### config.mk
export PLATFORM = sky130hd
export DESIGN_NAME = vm2002_change_dispenser
export DESIGN_NICKNAME = d
export VERILOG_FILES = /design/src/rtl/vm2002_pkg.sv /design/src/rtl/vm2002_coin_inventory.sv /design/src/rtl/vm2002_change_dispenser.sv
export SDC_FILE = /design/constraint.sdc
export NUM_CORES = 1
export LEC_CHECK = 0
export ABC_AREA = 1
export BUFFER_PORTS_ARGS = -buffer_cell sky130_fd_sc_hd__clkbuf_2
export CAP_MARGIN = 20
export CORE_AREA = 2 2 64 66
export DETAILED_ROUTE_END_ITERATION = 6
export DIE_AREA = 0 0 66 68
export PLACE_DENSITY = 0.73
export SLEW_MARGIN = 5
export SYNTH_ARGS = -nofsm -noshare
export SYNTH_HDL_FRONTEND = slang
export SYNTH_SLANG_ARGS = --single-unit
### constraint.sdc
create_clock -name clk -period 4.7 [get_ports clk]
set_input_delay 0.94 -clock clk [delete_from_list [all_inputs] [get_ports clk]]
set_output_delay 0.94 -clock clk [all_outputs]
set_load 0.01 [all_outputs]
### src/rtl/vm2002_pkg.sv
// Shared vm2002 types: coin denominations, status, change-dispenser states and coin values.
package vm2002_pkg;

  typedef enum logic [1:0] {
    NICKEL      = 2'd0,
    DIME        = 2'd1,
    QUARTER     = 2'd2,
    ILLEGALCOIN = 2'd3
  } coins_t;

  typedef enum logic {
    AVAILABE = 1'b0,
    ERROR    = 1'b1
  } status_t;

  typedef enum logic [2:0] {
    IDLE    = 3'd0,
    SELECT  = 3'd1,
    PRESENT = 3'd2,
    DONE    = 3'd3,
    SHORT   = 3'd4
  } chg_state_t;

  localparam int QUARTER_UNITS = 5;
  localparam int DIME_UNITS    = 2;
  localparam int NICKEL_UNITS  = 1;

  // Value of a coin in nickel units; an illegal coin is worth nothing.
  function automatic logic [2:0] coin_units(input coins_t c);
    case (c)
      QUARTER: return 3'(QUARTER_UNITS);
      DIME:    return 3'(DIME_UNITS);
      NICKEL:  return 3'(NICKEL_UNITS);
      default: return 3'd0;
    endcase
  endfunction

endpackage

### src/rtl/vm2002_coin_inventory.sv
// Three saturating coin counters (nickel, dime, quarter) with refill and eject-decrement ports.
module vm2002_coin_inventory
  import vm2002_pkg::*;
#(
  parameter int INV_W    = 6,
  parameter int INV_INIT = 20
) (
  input  logic             clk,
  input  logic             rst_n,
  input  logic             refill_valid,
  input  coins_t           refill_coin,
  input  logic [INV_W-1:0] refill_qty,
  input  logic             dec_valid,
  input  coins_t           dec_coin,
  output logic [INV_W-1:0] inv_quarter,
  output logic [INV_W-1:0] inv_dime,
  output logic [INV_W-1:0] inv_nickel
);

  // Counter index equals the coin code: 0 nickel, 1 dime, 2 quarter.
  for (genvar gi = 0; gi < 3; gi++) begin : g_cnt
    localparam logic [1:0] C_CODE = 2'(gi);

    logic [INV_W-1:0] r_cnt;
    logic             w_add_en;
    logic             w_dec_en;
    logic [INV_W:0]   w_sum;

    assign w_add_en = refill_valid && (refill_coin == coins_t'(C_CODE));
    assign w_dec_en = dec_valid && (dec_coin == coins_t'(C_CODE)) && (r_cnt != '0);
    // Refill and decrement are netted first, then saturated as one step.
    assign w_sum = {1'b0, r_cnt}
                 + (w_add_en ? {1'b0, refill_qty} : {(INV_W+1){1'b0}})
                 - {{INV_W{1'b0}}, w_dec_en};

    always_ff @(posedge clk or negedge rst_n) begin
      if (!rst_n) begin
        r_cnt <= INV_W'(INV_INIT);
      end else begin
        r_cnt <= w_sum[INV_W] ? {INV_W{1'b1}} : w_sum[INV_W-1:0];
      end
    end
  end

  assign inv_nickel  = g_cnt[0].r_cnt;
  assign inv_dime    = g_cnt[1].r_cnt;
  assign inv_quarter = g_cnt[2].r_cnt;

endmodule

### src/rtl/vm2002_change_dispenser.sv
// Change dispenser: pays an amount greedily (quarter, dime, nickel), one coin per ack.
// Inventory limits, refills and shortfall reporting exist only with VM2002_COIN_INVENTORY_EN.
module vm2002_change_dispenser
  import vm2002_pkg::*;
#(
  parameter int AMT_W    = 8,
  parameter int INV_W    = 6,
  parameter int INV_INIT = 20
) (
  input  logic             clk,
  input  logic             rst_n,
  input  logic             chg_valid,
  output logic             chg_ready,
  input  logic [AMT_W-1:0] chg_amount,
  output logic             coin_valid,
  output coins_t           coin,
  input  logic             coin_ack,
  output logic             done,
  output logic             short,
  output logic [AMT_W-1:0] short_amount,
  output status_t          status,
  input  logic             refill_valid,
  input  coins_t           refill_coin,
  input  logic [INV_W-1:0] refill_qty,
  output logic [INV_W-1:0] inv_quarter,
  output logic [INV_W-1:0] inv_dime,
  output logic [INV_W-1:0] inv_nickel
);

  chg_state_t       r_state;
  logic [AMT_W-1:0] r_rem;
  coins_t           r_coin;
  logic             r_coin_valid;
  logic             r_done;
  logic             r_short;
  logic [AMT_W-1:0] r_short_amount;
  status_t          r_status;

  logic w_ack_take;
  logic w_have_q;
  logic w_have_d;
  logic w_have_n;

  assign w_ack_take = (r_state == PRESENT) && coin_ack;

`ifdef VM2002_COIN_INVENTORY_EN
  logic [INV_W-1:0] w_inv_q;
  logic [INV_W-1:0] w_inv_d;
  logic [INV_W-1:0] w_inv_n;

  vm2002_coin_inventory #(
    .INV_W    (INV_W),
    .INV_INIT (INV_INIT)
  ) u_inventory (
    .clk          (clk),
    .rst_n        (rst_n),
    .refill_valid (refill_valid),
    .refill_coin  (refill_coin),
    .refill_qty   (refill_qty),
    .dec_valid    (w_ack_take),
    .dec_coin     (r_coin),
    .inv_quarter  (w_inv_q),
    .inv_dime     (w_inv_d),
    .inv_nickel   (w_inv_n)
  );

  assign w_have_q    = (w_inv_q != '0);
  assign w_have_d    = (w_inv_d != '0);
  assign w_have_n    = (w_inv_n != '0);
  assign inv_quarter = w_inv_q;
  assign inv_dime    = w_inv_d;
  assign inv_nickel  = w_inv_n;
`else
  // Unlimited stock: every denomination is always available, so SHORT is never entered.
  logic w_unused_refill;
  assign w_unused_refill = ^{refill_valid, refill_coin, refill_qty, INV_W'(INV_INIT)};
  assign w_have_q    = 1'b1;
  assign w_have_d    = 1'b1;
  assign w_have_n    = 1'b1;
  assign inv_quarter = '0;
  assign inv_dime    = '0;
  assign inv_nickel  = '0;
`endif

  always_ff @(posedge clk or negedge rst_n) begin
    if (!rst_n) begin
      r_state        <= IDLE;
      r_rem          <= '0;
      r_coin         <= NICKEL;
      r_coin_valid   <= 1'b0;
      r_done         <= 1'b0;
      r_short        <= 1'b0;
      r_short_amount <= '0;
      r_status       <= AVAILABE;
    end else begin
      r_done  <= 1'b0;
      r_short <= 1'b0;
      unique case (r_state)
        IDLE: begin
          if (chg_valid) begin
            r_rem          <= chg_amount;
            r_status       <= AVAILABE;
            r_short_amount <= '0;
            r_state        <= SELECT;
          end
        end
        SELECT: begin
          if (r_rem == '0) begin
            r_done  <= 1'b1;
            r_state <= DONE;
          end else if (r_rem >= AMT_W'(QUARTER_UNITS) && w_have_q) begin
            r_coin       <= QUARTER;
            r_coin_valid <= 1'b1;
            r_state      <= PRESENT;
          end else if (r_rem >= AMT_W'(DIME_UNITS) && w_have_d) begin
            r_coin       <= DIME;
            r_coin_valid <= 1'b1;
            r_state      <= PRESENT;
          end else if (r_rem >= AMT_W'(NICKEL_UNITS) && w_have_n) begin
            r_coin       <= NICKEL;
            r_coin_valid <= 1'b1;
            r_state      <= PRESENT;
          end else begin
            r_short        <= 1'b1;
            r_short_amount <= r_rem;
            r_status       <= ERROR;
            r_state        <= SHORT;
          end
        end
        PRESENT: begin
          // Thresholds were checked in SELECT, so this cannot underflow.
          if (coin_ack) begin
            r_rem        <= r_rem - AMT_W'(coin_units(r_coin));
            r_coin_valid <= 1'b0;
            r_state      <= SELECT;
          end
        end
        DONE:    r_state <= IDLE;
        SHORT:   r_state <= IDLE;
        default: r_state <= IDLE;
      endcase
    end
  end

  assign chg_ready    = (r_state == IDLE);
  assign coin_valid   = r_coin_valid;
  assign coin         = r_coin;
  assign done         = r_done;
  assign short        = r_short;
  assign short_amount = r_short_amount;
  assign status       = r_status;

endmodule

==> results.ini, run 1 <==
[global_route]
grt_use_total_pct=13.1
use_met1_pct=14.5
grt_use_met2_pct=24.1
antenna_found_initial=0
busiest_layer=met2
overflow=0
grt_pass1_wl_um=4570
grt_pass1_vias=1130
grtUsageMet3_pct=2.96
grt_max_degree=26

[hold_path]
min_path_type=flop to flop
hold_depth=2
min-delay-start=short_amount[4]$_DFFE_PN0P_
min_to=short_amount[4]$_DFFE_PN0P_

[layout]
drive_gt1_share_pct=22.0
fillers=404
n_antenna_cell=0
utilization_pct=42.1
nets=240
syn2layout_area_growth_pct=9.73

[detailed_routing]
firstDrtPassIters=4
ant_nets=0
drtIter0Drc=7
wl_um=2480
wl_per_cell_um=9.39
num_vias=1119
via_per_inst=4.24
drcViolationCount=0

[yosys]
synthCells=185
yosysWarnings=0
synth.avg_cell_area_um2=7.99
ys_seq_elements=25
synth.distinct_cells=27
yosysSeqAreaShare_pct=42.3
syn-cell-area_um2=1480

[critical_path]
reg2reg_depth=9
r2r-end=r_rem[4]$_DFFE_PN0P_
critPathArrivalTime_ns=1.11
r2r-start=coin[0]$_DFFE_PN0P_
worst_setup_path_end_kind=primary output
crit_fanout=4
worstSetupPathType=flop to primary output
critPathRequiredTime_ns=3.76
rrSetupSlack_ns=2.89
cp-start-kind=flop

[sta]
whs_ns=0.473
rsz0062_at_grt=no
setup_viol_count_final=0
maxSlewViolCount=0
period_share_pct=43.7
maxSlewHeadroom_pct=59.7
min_period_ns=2.05
setup_tns_ns=0
clock.fmax_mhz=487
tightestPinTransition_ns=0.604
fin_ws_ns=2.65
finClkSkew_ns=0.00208
hold_viol=0

[die]
die_w_um=66
dieArea_um2=4490
start_util_pct=38.4
fp.dieH_um=68
core_area_um2=3860
io_pins=54
rows=23

[place]
dp_slack_ns=2.89
hpwl_um=2000
gp_congestion=0.810
port_buffers=26

[power]
internal-power_mw=0.392
combPwrFrac_pct=35.9
swShare_pct=36.9
power.density_nw_per_um2=383
power.share.clock_pct=19.4
p_seq_share_pct=44.7
leakage_nw=0.960
vdd_drop_max_v=0.000278
switchingPower_mw=0.230

[run]
maxCapViolations=0

[clock_tree]
clk_path_buf_depth=2
cts_made_buffers=3
clock_latency_ns=0.26
cts_root_buf=clkbuf_8
cts.htree.levels=1
cts_resized=0
clk_pin_slew_ns=0.08
cts_tree=yes
cts_sinks=25
hold_buffers=0
postCtsSetupRepairBufs=0

[status]
status=finished clean

==> cell type report <==
type                    count  area [µm²]  share of cell area [%]
well taps                  50        62.6                    3.86
flip-flops and latches     25         626                    38.6
clock buffers               3        41.3                    2.54
repair buffers             26         130                    8.02
inverters                  27         101                    6.25
multi-input cells         132         657                    40.5
clock inverters             1        5.00                   0.308
==> logic make-up after synthesis <==
group | synth area share (%)
adder cells (fa/ha/maj) | 3.89
buffers and inverters | 18.1
AND/OR/NAND/NOR | 29.0
flip-flops | 42.3
AO/OA/AOI/OAI | 5.24
other | 0.254
XOR/XNOR | 1.18
==> metal layers <==
layer,part of all wire [%],up-vias
met3,5.8,2
met4,1.2,0
li1,-,586
met5,0,-
met1,44,502
met2,49,29
==> critical path: stages (launching register included) <==
cell,delay (ns)
dfrtp_1,0.41
inv_2,0.07
nand2_4,0.07
nor2_2,0.14
clkbuf_2,0.16
==> stage by stage <==
step           total power, mW  cell area (µm²)  instances
2_1_floorplan            0.467             1550        204
5_1_grt                  0.686             1620        264
3_5_place_dp             0.508             1580        260
6_report                 0.622             1620        264
4_1_cts                  0.634             1620        264
3_3_place_gp             0.505             1580        260
==> state kept, by name (all words and copies together) (netlist names) <==
register and count:
coin 2, coin_valid 1, done 1, r_rem 8, r_state 3, short 1
short_amount 8, status 1
==> layout by cell type, fill, tap and decap left out, types with 3 or more instances in the layout <==
cell type	n
nand3_1	12
o21ai_0	7
nor2_1	11
dfrtp_1	25
conb_1	20
clkbuf_2	26
o21ai_1	3
inv_2	3
nand2_1	52
clkbuf_8	3
or2_2	5
nand2_4	4
inv_1	24
ha_1	3
==> synth_stat cells <==
cell	instances	area, µm²
nand2_1	52	195
dfrtp_1	25	626
inv_1	24	90.1
buf_4	18	135
nand3_1	12	60.1
nor2_1	11	41.3
o21ai_0	7	35.0
or2_2	5	31.3
nand2_4	4	45.0
ha_1	3	37.5
inv_2	3	11.3
o21ai_1	3	15.0
nor2_2	2	12.5
nor3_1	2	10.0
o21a_1	2	15.0
a21oi_1	1	5.00
buf_12	1	20.0
buf_6	1	11.3
conb_1	1	3.75
fa_1	1	20.0
nand2_2	1	6.26
nand3_2	1	10.0
nand4_1	1	6.26
nor2_4	1	11.3
o31ai_1	1	7.51
xnor2_1	1	8.76
xor2_1	1	8.76
==> worst max path at each step <==
stage | slack (ns) | cells after the start | end | start
2_1_floorplan | 2.97 | 9 | r_rem[4]$_DFFE_PN0P_ | coin[0]$_DFFE_PN0P_
3_3_place_gp | 2.91 | 9 | r_rem[4]$_DFFE_PN0P_ | coin[0]$_DFFE_PN0P_
3_5_place_dp | 2.89 | 9 | r_rem[4]$_DFFE_PN0P_ | coin[0]$_DFFE_PN0P_
4_1_cts | 2.63 | 4 | chg_ready | r_state[2]$_DFFE_PN0P_
5_1_grt | 2.56 | 4 | chg_ready | r_state[2]$_DFFE_PN0P_
6_report | 2.65 | 4 | chg_ready | r_state[2]$_DFFE_PN0P_
==> power by group through the flow <==
stage | Combinational (mW) | Clock, mW | Sequential, mW
floorplan | 0.187 | 0 | 0.280
global placement | 0.223 | 0 | 0.281
detailed placement | 0.226 | 0 | 0.282
CTS | 0.228 | 0.128 | 0.279
global route | 0.268 | 0.135 | 0.284
finish | 0.223 | 0.121 | 0.278
Power figures use the tool's default switching activity.
==> run 2: changes to the inputs <==
- clock period: 4.7 -> 2.1 ns (I/O delays scaled with it)
==> results.ini, run 2 (synthesis results as in run 1) <==
[global_route]
grt_pass1_wl_um=4660  ; +1.8%
grt_use_total_pct=13.5  ; +0.41 points
grt_pass1_vias=1134  ; +0.35%
grt_max_degree=26  ; unchanged
overflow=0  ; unchanged
antenna_found_initial=0  ; unchanged

[layout]
drive_gt1_share_pct=22.0  ; unchanged
nets=240  ; unchanged
seq_area_um2=626  ; unchanged
fillers=412  ; +2.0%
n_antenna_cell=0  ; unchanged
final_common_cell=nand2_1
syn2layout_area_growth_pct=9.73  ; unchanged
layout_common_cells=nand2_1 (52), clkbuf_2 (26), dfrtp_1 (25)
multi_input_area_um2=657  ; unchanged
final_area_um2=1620  ; unchanged

[critical_path]
crit_path_max_incr_delay_ns=0.44  ; +0.03 ns
crit_family=simple AND/OR/NAND/NOR gates
cp-start-kind=flop
critical_path.cell_chain=inv_1 > or2_2 > fa_1 > nand2_1 > nand2_1 > xor2_1 > nand2_1 > nand3_1 > nand2_1
path_common_cell=nand2_1
critPathArrivalTime_ns=1.99  ; +0.88 ns
crit_buf_inv=1  ; -1
crit_fanout=3  ; -1
critPathRequiredTime_ns=2.27  ; -1.49 ns
worstSetupPathType=flop to flop
slowest_stage=fa_1
worst_setup_path_end_kind=flop

[clock_tree]
cts_root_buf=clkbuf_8
cts_resized=0  ; unchanged
postCtsSetupRepairBufs=0  ; unchanged
cts_made_buffers=3  ; unchanged
clk_pin_slew_ns=0.08  ; about the same
cts_sinks=25  ; unchanged
cts_tree=yes
clk_path_buf_depth=2  ; unchanged
cts.htree.levels=1  ; unchanged
hold_buffers=0  ; unchanged
clock_latency_ns=0.27  ; about the same

[detailed_routing]
wl_per_cell_um=9.75  ; +3.8%
num_vias=1153  ; +3.0%
firstDrtPassIters=3  ; -1
wl_um=2580  ; +3.8%
ant_nets=0  ; unchanged
via_per_inst=4.37  ; +3.0%
drcViolationCount=0  ; unchanged
drtIter0Drc=17  ; +10

[die]
rows=23  ; unchanged
core_area_um2=3860  ; unchanged
die_w_um=66  ; unchanged
io_pins=54  ; unchanged
start_util_pct=38.4  ; unchanged
dieArea_um2=4490  ; unchanged
fp.dieH_um=68  ; unchanged

[power]
vdd_drop_max_v=0.000427  ; +54%
power.density_nw_per_um2=869  ; +130%
leakage_nw=0.960  ; unchanged

[sta]
rsz0062_at_grt=no
maxSlewViolCount=0  ; unchanged
min_period_ns=1.82
hold_viol=0  ; unchanged
finClkSkew_ns=0.00148  ; -0.000601 ns
maxSlewHeadroom_pct=58.4  ; -1.4 points
clock.fmax_mhz=550
setup_tns_ns=0  ; unchanged
period_share_pct=86.6
setup_viol_count_final=0  ; unchanged
tightestPinTransition_ns=0.625  ; +0.0205 ns

[place]
gp_congestion=0.801  ; -1.1%
placed_area_um2=1580  ; unchanged
hpwl_um=2010  ; +0.58%
port_buffers=26  ; unchanged

[status]
status=finished clean

[run]
maxCapViolations=0  ; unchanged

[hold_path]
min_path_type=primary input to asynchronous set/reset pin

[run 2: cell counts in the layout (fill, tap and decap cells not counted)]
Identical to the previous run, type by type.
[run 2: worst paths after layout]
| path | start | depth (start not counted) | slack [ns] | end |
|---|---|---|---|---|
| max in group asynchronous | rst_n | 1 | 1.54 | r_state[1]$_DFFE_PN0P_ |
| worst min-delay path | rst_n | 1 | 0.15 | short_amount[3]$_DFFE_PN0P_ |
| worst min register to register | short_amount[3]$_DFFE_PN0P_ | 2 | 0.47 | short_amount[3]$_DFFE_PN0P_ |
| worst max register to register | coin[0]$_DFFE_PN0P_ | 9 | 0.28 | r_rem[4]$_DFFE_PN0P_ |
| worst max-delay path | coin[0]$_DFFE_PN0P_ | 9 | 0.28 | r_rem[4]$_DFFE_PN0P_ |
| min in group clk | chg_amount[3] | 4 | 0.45 | r_rem[3]$_DFFE_PN0P_ |
[run 2: metal layers]
layer / global-route usage (%) / part of all wire [%] / wire length [µm]
met5: 0 / 0 / 0
met4: 7.40 / 2.1 / 55
met3: 1.81 / 4.5 / 117
met2: 24.2 / 48 / 1240
met1: 15.8 / 45 / 1170
[run 2: area by class of cell]
type	count	share of cell area, %
Multi-Input combinational cell	132	40.5
Sequential cell	25	38.6
Timing Repair Buffer	26	8.02
Inverter	27	6.25
Tap cell	50	3.86
Clock buffer	3	2.54
Clock inverter	1	0.308
[run 2: power breakdown]
group | internal, mW | switching, mW
combinational | 0.192 | 0.308
clock | 0.133 | 0.151
sequential | 0.552 | 0.0739
total | 0.878 | 0.533
[run 2: through the flow]
step / setup slack [ns] / power, mW / instances / hold slack (ns) / utilization (%)
2_1_floorplan: 0.372 / 1.04 / 204 / 0.124 / -
3_3_place_gp: 0.313 / 1.13 / 260 / 0.450 / 40.9
3_5_place_dp: 0.267 / 1.14 / 260 / 0.451 / 40.9
4_1_cts: 0.256 / 1.43 / 264 / 0.159 / 42.1
5_1_grt: 0.0969 / 1.54 / 264 / 0.187 / 42.1
6_report: 0.282 / 1.41 / 264 / 0.147 / 42.1
